--- src/rtl/tas_pkg.sv ---
// Shared types and constants for the RAM write scheduler slice.
package tas_pkg;
  localparam logic [10:0] ADDR_TOP_DEFAULT = 11'h7FF;
  localparam int unsigned NUM_REQ          = 2;

  typedef enum logic [1:0] {
    IDLE,
    SETUP,
    WRITE,
    HOLD
  } state_e;
endpackage

--- src/rtl/ram_wr_sched_if.sv ---
// Requester handshake plus RAM write bus for ram_wr_sched.
interface ram_wr_sched_if;
  import tas_pkg::*;

  logic [NUM_REQ-1:0] req;
  logic [7:0]         data0;
  logic [7:0]         data1;
  logic [NUM_REQ-1:0] gnt;
  logic [NUM_REQ-1:0] done;
  logic               ram_wr_n;
  logic [7:0]         ram_data;
  logic [10:0]        ram_addr;
  logic               busy;
  logic               wrap;

  modport master (
    output req, data0, data1,
    input  gnt, done, ram_wr_n, ram_data, ram_addr, busy, wrap
  );

  modport slave (
    input  req, data0, data1,
    output gnt, done, ram_wr_n, ram_data, ram_addr, busy, wrap
  );
endinterface

--- src/rtl/ram_wr_sched_rr_arb2.sv ---
// Two-way round-robin arbiter; last_q holds the index of the requester served last.
module rr_arb2 (
  input  logic       clk,
  input  logic       rst_n,
  input  logic [1:0] req,
  input  logic       update,
  output logic [1:0] gnt
);
  logic last_q, last_d;

  always_comb begin
    gnt = '0;
    case (req)
      2'b01:   gnt = 2'b01;
      2'b10:   gnt = 2'b10;
      2'b11:   gnt = last_q ? 2'b01 : 2'b10;
      default: gnt = '0;
    endcase
    last_d = update ? gnt[1] : last_q;
  end

  // Reset value 1 means requester 0 wins the first tie.
  always_ff @(posedge clk or negedge rst_n) begin
    if (!rst_n) last_q <= 1'b1;
    else        last_q <= last_d;
  end
endmodule

--- src/rtl/ram_wr_sched.sv ---
// Arbitrates two byte writers onto an async-SRAM style write port, filling downward from ADDR_TOP.
module ram_wr_sched
  import tas_pkg::*;
#(
  parameter logic [10:0] ADDR_TOP      = ADDR_TOP_DEFAULT,
  parameter int unsigned WR_LOW_CYCLES = 2
) (
  input  logic          clk_50,
  input  logic          reset_n,
  ram_wr_sched_if.slave bus
);
  localparam logic [3:0] LOW_INIT = 4'(WR_LOW_CYCLES - 1);

  state_e             state_q, state_d;
  logic [7:0]         data_q, data_d;
  logic [10:0]        addr_q, addr_d;
  logic [10:0]        ptr_q, ptr_d;
  logic               wr_n_q, wr_n_d;
  logic [NUM_REQ-1:0] done_q, done_d;
  logic               wrap_q, wrap_d;
  logic               win_q, win_d;
  logic [3:0]         cnt_q, cnt_d;

  logic [NUM_REQ-1:0] arb_gnt;
  logic [NUM_REQ-1:0] gnt;
  logic               accept;

  rr_arb2 u_arb (
    .clk    (clk_50),
    .rst_n  (reset_n),
    .req    (bus.req),
    .update (accept),
    .gnt    (arb_gnt)
  );

  // Arbiter grants only reach the requesters while idle and out of reset.
  assign gnt    = (reset_n && state_q == IDLE) ? arb_gnt : '0;
  assign accept = |gnt;

  always_comb begin
    state_d = state_q;
    data_d  = data_q;
    addr_d  = addr_q;
    ptr_d   = ptr_q;
    wr_n_d  = wr_n_q;
    win_d   = win_q;
    cnt_d   = cnt_q;
    done_d  = '0;
    wrap_d  = 1'b0;
    case (state_q)
      IDLE: begin
        if (accept) begin
          win_d   = gnt[1];
          data_d  = gnt[1] ? bus.data1 : bus.data0;
          addr_d  = ptr_q;
          state_d = SETUP;
        end
      end
      SETUP: begin
        wr_n_d  = 1'b0;
        cnt_d   = LOW_INIT;
        state_d = WRITE;
      end
      WRITE: begin
        if (cnt_q == '0) begin
          wr_n_d  = 1'b1;
          done_d  = win_q ? 2'b10 : 2'b01;
          state_d = HOLD;
        end else begin
          cnt_d = cnt_q - 4'd1;
        end
      end
      HOLD: begin
        state_d = IDLE;
        if (ptr_q == '0) begin
          ptr_d  = ADDR_TOP;
          wrap_d = 1'b1;
        end else begin
          ptr_d = ptr_q - 11'd1;
        end
      end
      default: state_d = IDLE;
    endcase
  end

  always_ff @(posedge clk_50 or negedge reset_n) begin
    if (!reset_n) begin
      state_q <= IDLE;
      data_q  <= '0;
      addr_q  <= ADDR_TOP;
      ptr_q   <= ADDR_TOP;
      wr_n_q  <= 1'b1;
      done_q  <= '0;
      wrap_q  <= 1'b0;
      win_q   <= 1'b0;
      cnt_q   <= '0;
    end else begin
      state_q <= state_d;
      data_q  <= data_d;
      addr_q  <= addr_d;
      ptr_q   <= ptr_d;
      wr_n_q  <= wr_n_d;
      done_q  <= done_d;
      wrap_q  <= wrap_d;
      win_q   <= win_d;
      cnt_q   <= cnt_d;
    end
  end

  assign bus.gnt      = gnt;
  assign bus.done     = done_q;
  assign bus.ram_wr_n = wr_n_q;
  assign bus.ram_data = data_q;
  assign bus.ram_addr = addr_q;
  assign bus.busy     = (state_q != IDLE);
  assign bus.wrap     = wrap_q;
endmodule

--- src/flat_wrapper.sv ---
// flat-port wrapper written by rule: the top's interface ports become plain ports
module ram_wr_sched_flat import tas_pkg::*;
#(
  parameter logic [10:0] ADDR_TOP      = ADDR_TOP_DEFAULT,
  parameter int unsigned WR_LOW_CYCLES = 2
)
  (clk_50, reset_n, bus_req, bus_data0, bus_data1, bus_gnt, bus_done, bus_ram_wr_n, bus_ram_data, bus_ram_addr, bus_busy, bus_wrap);
  ram_wr_sched_if bus_i ();
  input  logic clk_50;
  input  logic reset_n;
  input wire logic [$bits(bus_i.req)-1:0] bus_req;
  input wire logic [$bits(bus_i.data0)-1:0] bus_data0;
  input wire logic [$bits(bus_i.data1)-1:0] bus_data1;
  output wire logic [$bits(bus_i.gnt)-1:0] bus_gnt;
  output wire logic [$bits(bus_i.done)-1:0] bus_done;
  output wire logic [$bits(bus_i.ram_wr_n)-1:0] bus_ram_wr_n;
  output wire logic [$bits(bus_i.ram_data)-1:0] bus_ram_data;
  output wire logic [$bits(bus_i.ram_addr)-1:0] bus_ram_addr;
  output wire logic [$bits(bus_i.busy)-1:0] bus_busy;
  output wire logic [$bits(bus_i.wrap)-1:0] bus_wrap;
  assign bus_i.req = bus_req;
  assign bus_i.data0 = bus_data0;
  assign bus_i.data1 = bus_data1;
  assign bus_gnt = bus_i.gnt;
  assign bus_done = bus_i.done;
  assign bus_ram_wr_n = bus_i.ram_wr_n;
  assign bus_ram_data = bus_i.ram_data;
  assign bus_ram_addr = bus_i.ram_addr;
  assign bus_busy = bus_i.busy;
  assign bus_wrap = bus_i.wrap;
  ram_wr_sched #(.ADDR_TOP(ADDR_TOP), .WR_LOW_CYCLES(WR_LOW_CYCLES)) u_core (.clk_50(clk_50), .reset_n(reset_n), .bus(bus_i));
endmodule
--- config.mk ---
export PLATFORM = sky130hd
export DESIGN_NAME = ram_wr_sched_flat
export DESIGN_NICKNAME = d
export VERILOG_FILES = /design/src/rtl/tas_pkg.sv /design/src/rtl/ram_wr_sched_if.sv /design/src/rtl/ram_wr_sched_rr_arb2.sv /design/src/rtl/ram_wr_sched.sv /design/src/flat_wrapper.sv
export SDC_FILE = /design/constraint.sdc
export NUM_CORES = 1
export LEC_CHECK = 0
export ABC_AREA = 0
export CAP_MARGIN = 15
export CORE_UTILIZATION = 50
export CTS_BUF_LIST = sky130_fd_sc_hd__clkbuf_4
export CTS_CLUSTER_SIZE = 20
export DETAILED_ROUTE_END_ITERATION = 12
export GPL_ROUTABILITY_DRIVEN = 1
export GPL_TIMING_DRIVEN = 1
export HOLD_SLACK_MARGIN = 0.06
export PLACE_DENSITY = 0.84
export SYNTH_ARGS = -nofsm -noshare
export SYNTH_HDL_FRONTEND = slang
export SYNTH_HIERARCHICAL = 1
export SYNTH_SLANG_ARGS = --single-unit
--- constraint.sdc ---
create_clock -name clk_50 -period 2.65 [get_ports clk_50]
set_clock_uncertainty 0.05 [all_clocks]
set_input_delay 0.795 -clock clk_50 [delete_from_list [all_inputs] [get_ports clk_50]]
set_output_delay 0.795 -clock clk_50 [all_outputs]
set_load 0.005 [all_outputs]
; Yosys cells after proc, flatten, opt, wreduce, memory -nomap -nowiden
; Index checks and enable logic that the tools add are counted.
[totals]
register_bits = 42
inputBits = 20
out_inout_bits = 26
word_cells = 49
[op_classes]
add_sub_neg = 2
n_eq_ne = 9
mux = 17
reduce_logical = 11
[op_table]
columns = op, n
row1 = 2-bit two-way mux, 7
row2 = 11-bit zero test, 1
row3 = 11-bit two-way mux, 1
row4 = 11-bit by 1-bit subtractor with 11-bit output (second input constant), 1
row5 = 2-bit equality test (second input constant), 4
row6 = 8-bit two-way mux, 1
row7 = 2-bit one-hot mux with 4 select lines, 1
row8 = 4-bit one-hot mux with 2 select lines, 1
row9 = 2-bit AND reduction, 4
row10 = 2-bit one-hot mux with 3 select lines, 1
row11 = 2-bit by 1-bit equality test with 1-bit output (second input constant), 2
row12 = 4-bit zero test, 1
row13 = 4-bit two-way mux, 1
row14 = 2-bit inequality test (second input constant), 2
row15 = 2-bit nonzero test, 2
row16 = 4-bit by 1-bit subtractor with 4-bit output (second input constant), 1
row17 = 1-bit two-way mux, 3
row18 = 2-bit zero test, 1
row19 = 2-bit by 1-bit inequality test with 1-bit output (second input constant), 1
row20 = 1-bit one-hot mux with 2 select lines, 1
row21 = 2-bit OR reduction, 1
row22 = 1-bit logical AND, 1

; Longest topological paths before layout
; Gate-level depths: netlist of the first run.
[depth]
word_depth = 6
depth_mapped = 7

; By module
; The synthesis of the first run kept the hierarchy.
[by_module_without_submodules]
columns = mod, n_inst, cells_each, area_per_inst_um2, seq_area_each_um2
row1 = ram_wr_sched, 1, 205, 2099.5, 1054.8
row2 = rr_arb2, 1, 5, 63.8, 26.3

; Worst setup path after synthesis of the first run
; OpenSTA, ideal clock, no wires.
[synth_path]
kind = input-to-output
from = input bus_req[1]
to = output bus_gnt[1]
t_arrival_ns = 1.535
path_slack_ns = 0.270
cell_stages = 4
path_buffers = 2
path_cell_list = a21boi_2 > and3_1 > clkbuf_1 > buf_2
[synth_between]
elab_chain_cells = 3
[synth_lines]
columns = element, line
row1 = from (decl), flat_wrapper.sv:11  ; input wire logic [$bits(bus_i.req)-1:0] bus_req;
row2 = 2-bit equality test or 2-bit by 1-bit equality test with 1-bit output (tied branches), ram_wr_sched_rr_arb2.sv:13  ; case (req)
row3 = 2-bit one-hot mux with 3 select lines *, ram_wr_sched_rr_arb2.sv:13
row4 = 2-bit two-way mux *, ram_wr_sched.sv:37  ; assign gnt = (reset_n && state_q == IDLE) ? arb_gnt : '0;
row5 = to (decl), flat_wrapper.sv:14  ; output wire logic [$bits(bus_i.gnt)-1:0] bus_gnt;
; Every way passes the cells marked *; elsewhere a longest branch is shown, timed or not.

; Worst setup path after layout of the first run
[layout_path]
from = input bus_req[0]
to = output bus_gnt[1]
[layout_between]
elab_chain_cells = 3
[layout_lines]
columns = element, line
row1 = 2-bit equality test or 2-bit by 1-bit equality test with 1-bit output (tied branches), ram_wr_sched_rr_arb2.sv:13
row2 = 2-bit one-hot mux with 3 select lines *, ram_wr_sched_rr_arb2.sv:13
row3 = named net u_core.arb_gnt[1], ram_wr_sched.sv:24  ; logic [NUM_REQ-1:0] arb_gnt;
row4 = 2-bit two-way mux *, ram_wr_sched.sv:37
; Mark *: on every way through the listed nets, which the timed path passes. The rest lies on a longest branch.

==> results of run 1 <==
[final timing paths]
path                                                          from                                  to  slack [ps]  cells past startpoint
worst max-delay path                                    bus_req[0]                          bus_gnt[1]          90                      5
worst min-delay path                                       reset_n  u_core/bus.ram_data[4]$_DFFE_PN0P_         300                      2
worst max register to register     u_core/u_arb/last_q$_DFFE_PN1P_       u_core/state_q[1]$_DFFE_PN0P_         790                      7
worst min register to register  u_core/bus.ram_addr[4]$_DFFE_PN1P_  u_core/bus.ram_addr[4]$_DFFE_PN1P_         410                      2
max in group asynchronous                                  reset_n  u_core/bus.ram_addr[5]$_DFFE_PN1P_        1690                      2
min in group clk_50             u_core/bus.ram_addr[4]$_DFFE_PN1P_  u_core/bus.ram_addr[4]$_DFFE_PN1P_         410                      2
[worst max-delay path: cells and delay by family]
family | cells | cell delay [ps]
compound gates | 1 | 140
buf+inv | 3 | 580
simple gates | 1 | 210
[area by class of cell]
class,instances,area share [%]
Sequential cell,42,38.6
Multi-Input combinational cell,145,35.8
Clock buffer,5,1.34
Inverter,14,1.88
Timing Repair Buffer,59,19.6
Clock inverter,3,0.581
Tap cell,50,2.23
[state kept, by name, indices dropped and copies added, names as in the netlist, 2 cells and up]
| register | cells |
|---|---|
| u_core/bus.done | 2 |
| u_core/bus.ram_addr | 11 |
| u_core/bus.ram_data | 8 |
| u_core/cnt_q | 4 |
| u_core/ptr_q | 11 |
| u_core/state_q | 2 |
[power groups by stage]
stage          Combinational (mW)  Clock [mW]  Sequential (mW)
2_1_floorplan               0.721           0             1.16
4_1_cts                      1.28       0.327             1.19
6_report                     1.28       0.309             1.19
3_3_place_gp                 1.19           0             1.19
5_1_grt                      1.42       0.353             1.22
3_5_place_dp                 1.24           0             1.21
[cell families after synthesis]
| logic type | after synthesis |
|---|---|
| compound gates | 43 |
| xor+xnor | 1 |
| fa+ha+maj | 9 |
| buf+inv | 23 |
| flops | 42 |
| mux | 12 |
| simple gates | 80 |
[cells in the final DEF, fill, tap and decap left out, types with 2 or more instances in the layout]
| cell type | Yosys | routed |
|---|---|---|
| nor4b_4 | 2 | 2 |
| nand4_1 | 3 | 3 |
| a21oi_1 | 8 | 8 |
| a21boi_2 | 2 | 3 |
| nor2b_1 | 3 | 3 |
| inv_1 | 12 | 11 |
| a211oi_1 | 4 | 4 |
| a311oi_1 | 2 | 2 |
| dfstp_2 | 24 | 24 |
| dlygate4sd2_1 | 0 | 3 |
| nand2_1 | 33 | 33 |
| clkdlybuf4s50_1 | 0 | 40 |
| clkinv_1 | 2 | 3 |
| ha_1 | 9 | 8 |
| nor2_1 | 14 | 14 |
| and2_1 | 2 | 2 |
| nor3b_1 | 2 | 2 |
| o21bai_1 | 3 | 3 |
| nand3_1 | 5 | 4 |
| nor3_1 | 4 | 4 |
| clkbuf_4 | 0 | 5 |
| dfrtp_1 | 18 | 18 |
| mux2i_1 | 10 | 10 |
| buf_4 | 1 | 14 |
| o21ai_0 | 15 | 15 |
[routing by layer]
layer  wire length (um)  vias up  track usage (%)
met5                  0        -                0
met2               2230       53             33.0
li1                   -      849                -
met4                 52        0             8.59
met3                301        6             5.91
met1               1970      802             25.7
[repair_timing]
action                                  4_1_cts  5_1_grt
hold buffers                                  0        0
cloned                                        0        0
buffers inserted                              4        0
pin swaps                                     3        0
gates resized for setup                      11        1
endpoints found under the setup margin        3        1
==> results.json, run 1 <==
{
  "fin_crit_ps": 2560,
  "p_switching_uw": 981,
  "placedInstanceArea_um2": 2700,
  "grt_start_max_net_pins": 40,
  "core-area_um2": 4090,
  "hpwl_mm": 3.39,
  "maxSlewViolCount": 0,
  "final_layout_size_suffix_gt1_share_pct": 24.6,
  "internal-power_mw": 1.79,
  "endpoint_kind": "output port",
  "fill_cells": 308,
  "fin_nets": 296,
  "synth_common_cells": "nand2_1 (33), dfstp_2 (24), dfrtp_1 (18)",
  "cap_violations": 0,
  "place_congestion": 0.856,
  "min_path_type": "input port to asynchronous set/reset pin",
  "rsz0062_at_grt": "false",
  "slew_headroom_pct": 66.9,
  "via_per_inst": 5.38,
  "dr.pass1.iters": 4,
  "setup_slack_ps": 85.4,
  "power.share.switching_pct": 35.4,
  "worstMarginPinSlew_ps": 497,
  "outcome": "finished, final reports clean",
  "antenna_found_initial": 0,
  "cp.required_ps": 1810,
  "syn_nets": 239,
  "synthXorXnorAreaFrac_pct": 0.405,
  "syn2layout_area_growth_pct": 29.4,
  "cts-buffers-inserted": 5,
  "finalSetupViolCount": 0,
  "syn_avg_cell_area_um2": 10.3,
  "drc": 0,
  "dp_slack_ps": -507,
  "ys_ff_latch": 42,
  "synthAdderAreaFrac_pct": 5.21,
  "cpMaxStageDelayCell": "dlygate4sd2_1",
  "ant_nets": 0,
  "final_cells": 318,
  "yosys-top-cells-area": "dfstp_2 (29%), dfrtp_1 (21%), nand2_1 (5.7%)",
  "first_iter_violations": 114,
  "min_period_over_period_pct": 96.8,
  "synth_top_cell_area_share_pct": 29.1,
  "cp_slowest_stage_delay_ps": 250,
  "grt_pass1_wl_mm": 6.88,
  "critPathLaunchType": "input port",
  "multi_input_area_um2": 1000,
  "p_leak_nw": 1.26,
  "pwr-share-clk_pct": 11.1,
  "clock_sinks": 42,
  "die_w_um": 67.8,
  "io_buffer_count": 45,
  "finalWirelength_mm": 4.56,
  "worst-path-max-fanout": 2,
  "regArea_um2": 1080,
  "clk_pin_slew_ps": 130,
  "antenna_cells": 0,
  "utilization_pct": 68.5,
  "die_area_um2": 4590,
  "synth_top_family_by_area": "simple AND/OR/NAND/NOR gates",
  "cts_buffer_depth": 2,
  "whs_ps": 304,
  "fmax_mhz": 390,
  "wl_per_cell_um": 14.3,
  "ys_seq_area_share_pct": 50.0,
  "synth_compound_area_share_pct": 13.4,
  "clock_latency_ps": 360,
  "fin_area_um2": 2800,
  "via_count": 1710,
  "power.density_nw_per_um2": 991,
  "rows": 23,
  "synth_mux_area_share_pct": 5.84,
  "hold_violations": 0,
  "grt_pass1_vias": 1529,
  "synthSimpleGateAreaFrac_pct": 20.7,
  "overflow": 0,
  "comb_power_share_pct": 46.0,
  "fin_tns_setup_ps": 0,
  "fp.dieH_um": 67.8,
  "seqPwrFrac_pct": 42.9,
  "syn-cell-area_um2": 2160,
  "path_cells": "dlygate4sd2_1, buf_4, a21boi_2, and3_4, clkdlybuf4s15_2",
  "cts_root_buf": "clkbuf_4",
  "htreeDepth": 2,
  "ys.flop_type": "dfstp_2",
  "synth.distinct_cells": 48,
  "yosysMostFrequentCell": "nand2_1",
  "pin_count": 46,
  "grt_use_total_pct": 20.6,
  "synth_warnings": 6,
  "synth_edf_count": 0,
  "start_util_pct": 52.9,
  "cp.arrival_ps": 1720,
  "yosysTopAreaCell": "dfstp_2",
  "worst-setup-path-type": "input port to output port",
  "total_power_mw": 2.77,
  "async_flop_share_pct": 100,
  "cts_tree": "done",
  "dp.cells": 306,
  "syn_inst": 210,
  "ir_worst_vdd_v": 0.000410
}
(Power assumes the default switching activity.)
==> run 2, diff against run 1 <==
--- a/config.mk
+++ b/config.mk
@@ -7,6 +7,7 @@
 export LEC_CHECK = 0
 export ABC_AREA = 0
 export CAP_MARGIN = 15
+export CORE_ASPECT_RATIO = 1.5
 export CORE_UTILIZATION = 50
 export CTS_BUF_LIST = sky130_fd_sc_hd__clkbuf_4
 export CTS_CLUSTER_SIZE = 20
==> constraint.sdc (replaced) <==
create_clock -name clk_50 -period 2.8 [get_ports clk_50]
set_clock_uncertainty 0.05 [all_clocks]
set_input_delay 0.84 -clock clk_50 [delete_from_list [all_inputs] [get_ports clk_50]]
set_output_delay 0.84 -clock clk_50 [all_outputs]
set_load 0.005 [all_outputs]
==> run 2 against run 1 <==
Effect of this change:
- combinational power fell by 6%
- clock-buffer cell count is 2 higher
- first-iteration DRC count is 43% lower
- register-to-register slack better by 140 ps
- setup slack gained 16 ps
- sequential share of layout area increased by 0.28 points
- power shrank 5.3%
- clock power fell by 5%
- critical endpoint is now bus_gnt[0]
- largest cell class unchanged
- largest power group unchanged
- highest routed layer unchanged
==> results.json, run 2 (synthesis results as in run 1) <==
{
  "r2r-end": "u_core/state_q[1]$_DFFE_PN0P_",
  "min_path_type": "flip-flop to flip-flop",
  "cts_root_buf": "clkbuf_4",
  "die_area_um2": 4600,
  "ant_nets": 0,
  "cpMaxStageDelayCell": "dfstp_2",
  "p_leak_nw": 1.26,
  "cp.required_ps": 1910,
  "start_util_pct": 53.7,
  "cts_tree": "done",
  "hold_violations": 0,
  "fin_crit_ps": 2700,
  "cp_common_cell": "inv_1",
  "htreeDepth": 2,
  "syn2layout_area_growth_pct": 28.5,
  "min_to": "u_core/bus.ram_addr[7]$_DFFE_PN1P_",
  "place_congestion": 0.840,
  "finalSetupViolCount": 0,
  "worst-path-max-fanout": 3,
  "cts-buffers-inserted": 5,
  "min_period_over_period_pct": 96.4,
  "crit_cells": 5,
  "drc": 0,
  "via_count": 1718,
  "cts_buffer_depth": 2,
  "cp.arrival_ps": 1810,
  "path_buf_inv": 3,
  "wl_per_cell_um": 15.1,
  "power.density_nw_per_um2": 945,
  "clock_latency_ps": 340,
  "fin_nets": 294,
  "rsz0062_at_grt": "false",
  "cp_slowest_stage_delay_ps": 580,
  "grt_pass1_vias": 1784,
  "antenna_cells": 0,
  "finalWirelength_mm": 4.68,
  "fmax_mhz": 371,
  "total_power_mw": 2.63,
  "rows": 28,
  "grt_pass1_wl_mm": 7.86,
  "worst-setup-path-type": "flip-flop to output port",
  "final_common_cell": "clkdlybuf4s50_1",
  "worstMarginPinSlew_ps": 534,
  "final_cell_mix": "clkdlybuf4s50_1 (41), nand2_1 (33), dfstp_2 (24), dfrtp_1 (18), o21ai_0 (15)",
  "io_buffer_count": 45,
  "hpwl_mm": 3.46,
  "min_path_cells": 2,
  "core-area_um2": 4030,
  "fp.dieH_um": 82.6,
  "multi_input_area_um2": 1010,
  "via_per_inst": 5.52,
  "clk_pin_slew_ps": 120,
  "die_w_um": 55.7,
  "path_cells": "inv_1, a21boi_4, nand3_2, inv_1, clkdlybuf4s50_1",
  "dr.pass1.iters": 4,
  "slew_headroom_pct": 64.4,
  "maxSlewViolCount": 0,
  "clock_sinks": 42,
  "grt_start_max_net_pins": 44,
  "cap_violations": 0,
  "hold_start": "u_core/bus.ram_addr[7]$_DFFE_PN1P_",
  "fin_tns_setup_ps": 0,
  "outcome": "finished, final reports clean",
  "rrSetupSlack_ps": 930,
  "regArea_um2": 1080,
  "r2r_start": "u_core/u_arb/last_q$_DFFE_PN1P_",
  "overflow": 0,
  "pin_count": 46,
  "fill_cells": 318,
  "first_iter_violations": 65,
  "antenna_found_initial": 0,
  "final_layout_size_suffix_gt1_share_pct": 24.1,
  "cp_top_family": "buffers and inverters",
  "critPathLaunchType": "flip-flop",
  "grt_use_total_pct": 22.2,
  "worst-r2r-cell-count": 7,
  "ir_worst_vdd_v": 0.000539,
  "endpoint_kind": "output port"
}
-- run 2: cell count changes in the layout (fill, tap and decap cells not counted), sizes merged --
cell	change
clkdlybuf4s15	-1
clkinv	-1
clkdlybuf4s50	+1
buf	-2
dlygate4sd2	-2
clkbuf	+4
clkinvlp	-1
-- run 2: area by class of cell --
type	count	share of cell area (%)
flip-flops and latches	42	38.9
multi-input cells	145	36.3
inverters	14	1.89
repair buffers	57	18.9
well taps	45	2.03
clock inverters	1	0.135
clock buffers	7	1.89
-- run 2: worst max-delay path by stage --
stage | from | end | slack, ps
5_1_grt | u_core/state_q[1]$_DFFE_PN0P_ | bus_gnt[0] | 20
4_1_cts | bus_req[1] | bus_gnt[0] | 9
3_5_place_dp | bus_req[0] | bus_gnt[0] | -370
6_report | u_core/u_arb/last_q$_DFFE_PN1P_ | bus_gnt[0] | 100
3_3_place_gp | bus_req[0] | bus_gnt[0] | -330
2_1_floorplan | bus_req[1] | bus_gnt[1] | 330
-- run 2: routing by layer --
metal  vias to the layer above  global-route usage [%]  part of all wire (%)
met5                         -                       0                     0
met4                         0                    8.25                   1.4
met3                         6                    4.52                   3.8
met2                        40                    43.9                    57
met1                       834                    23.0                    38
li1                        838                       -                     -
-- run 2: power breakdown --
part           leakage (nW)  switching, mW  internal, mW  total [mW]
clock                0.0338          0.178         0.116       0.295
sequential            0.478          0.199         0.936        1.14
combinational         0.746          0.539         0.658        1.20
total                  1.26          0.917          1.71        2.63
-- run 2: worst reg2reg max path: stages, from the launching register on --
cell and delay [ps]:
dfstp_2 580, inv_1 70, a21boi_4 160, buf_4 120, buf_4 90, o211ai_2 110, a22oi_2 210, mux2_2 360
-- run 2: through the flow --
| stage | utilization [%] | instances | cell area, um2 | worst slack (ps) | hold slack (ps) |
|---|---|---|---|---|---|
| final | 69.0 | 311 | 2780 | 102 | 415 |
| after global routing | 69.0 | 311 | 2780 | 24.0 | 433 |
| after CTS | 68.6 | 310 | 2770 | 8.77 | 420 |
| after detailed placement | 66.6 | 299 | 2680 | -369 | 401 |
| after global placement | 66.6 | 299 | 2680 | -334 | 396 |
| after floorplan | - | 210 | 2160 | 330 | 367 |
-- run 2: timing repair --
item,4_1_cts,5_1_grt
setup endpoints to repair,2,1
endpoints found under the hold margin,0,0
pin swaps,2,2
buffers inserted,3,1
resized for setup,6,7
hold buffers,0,0
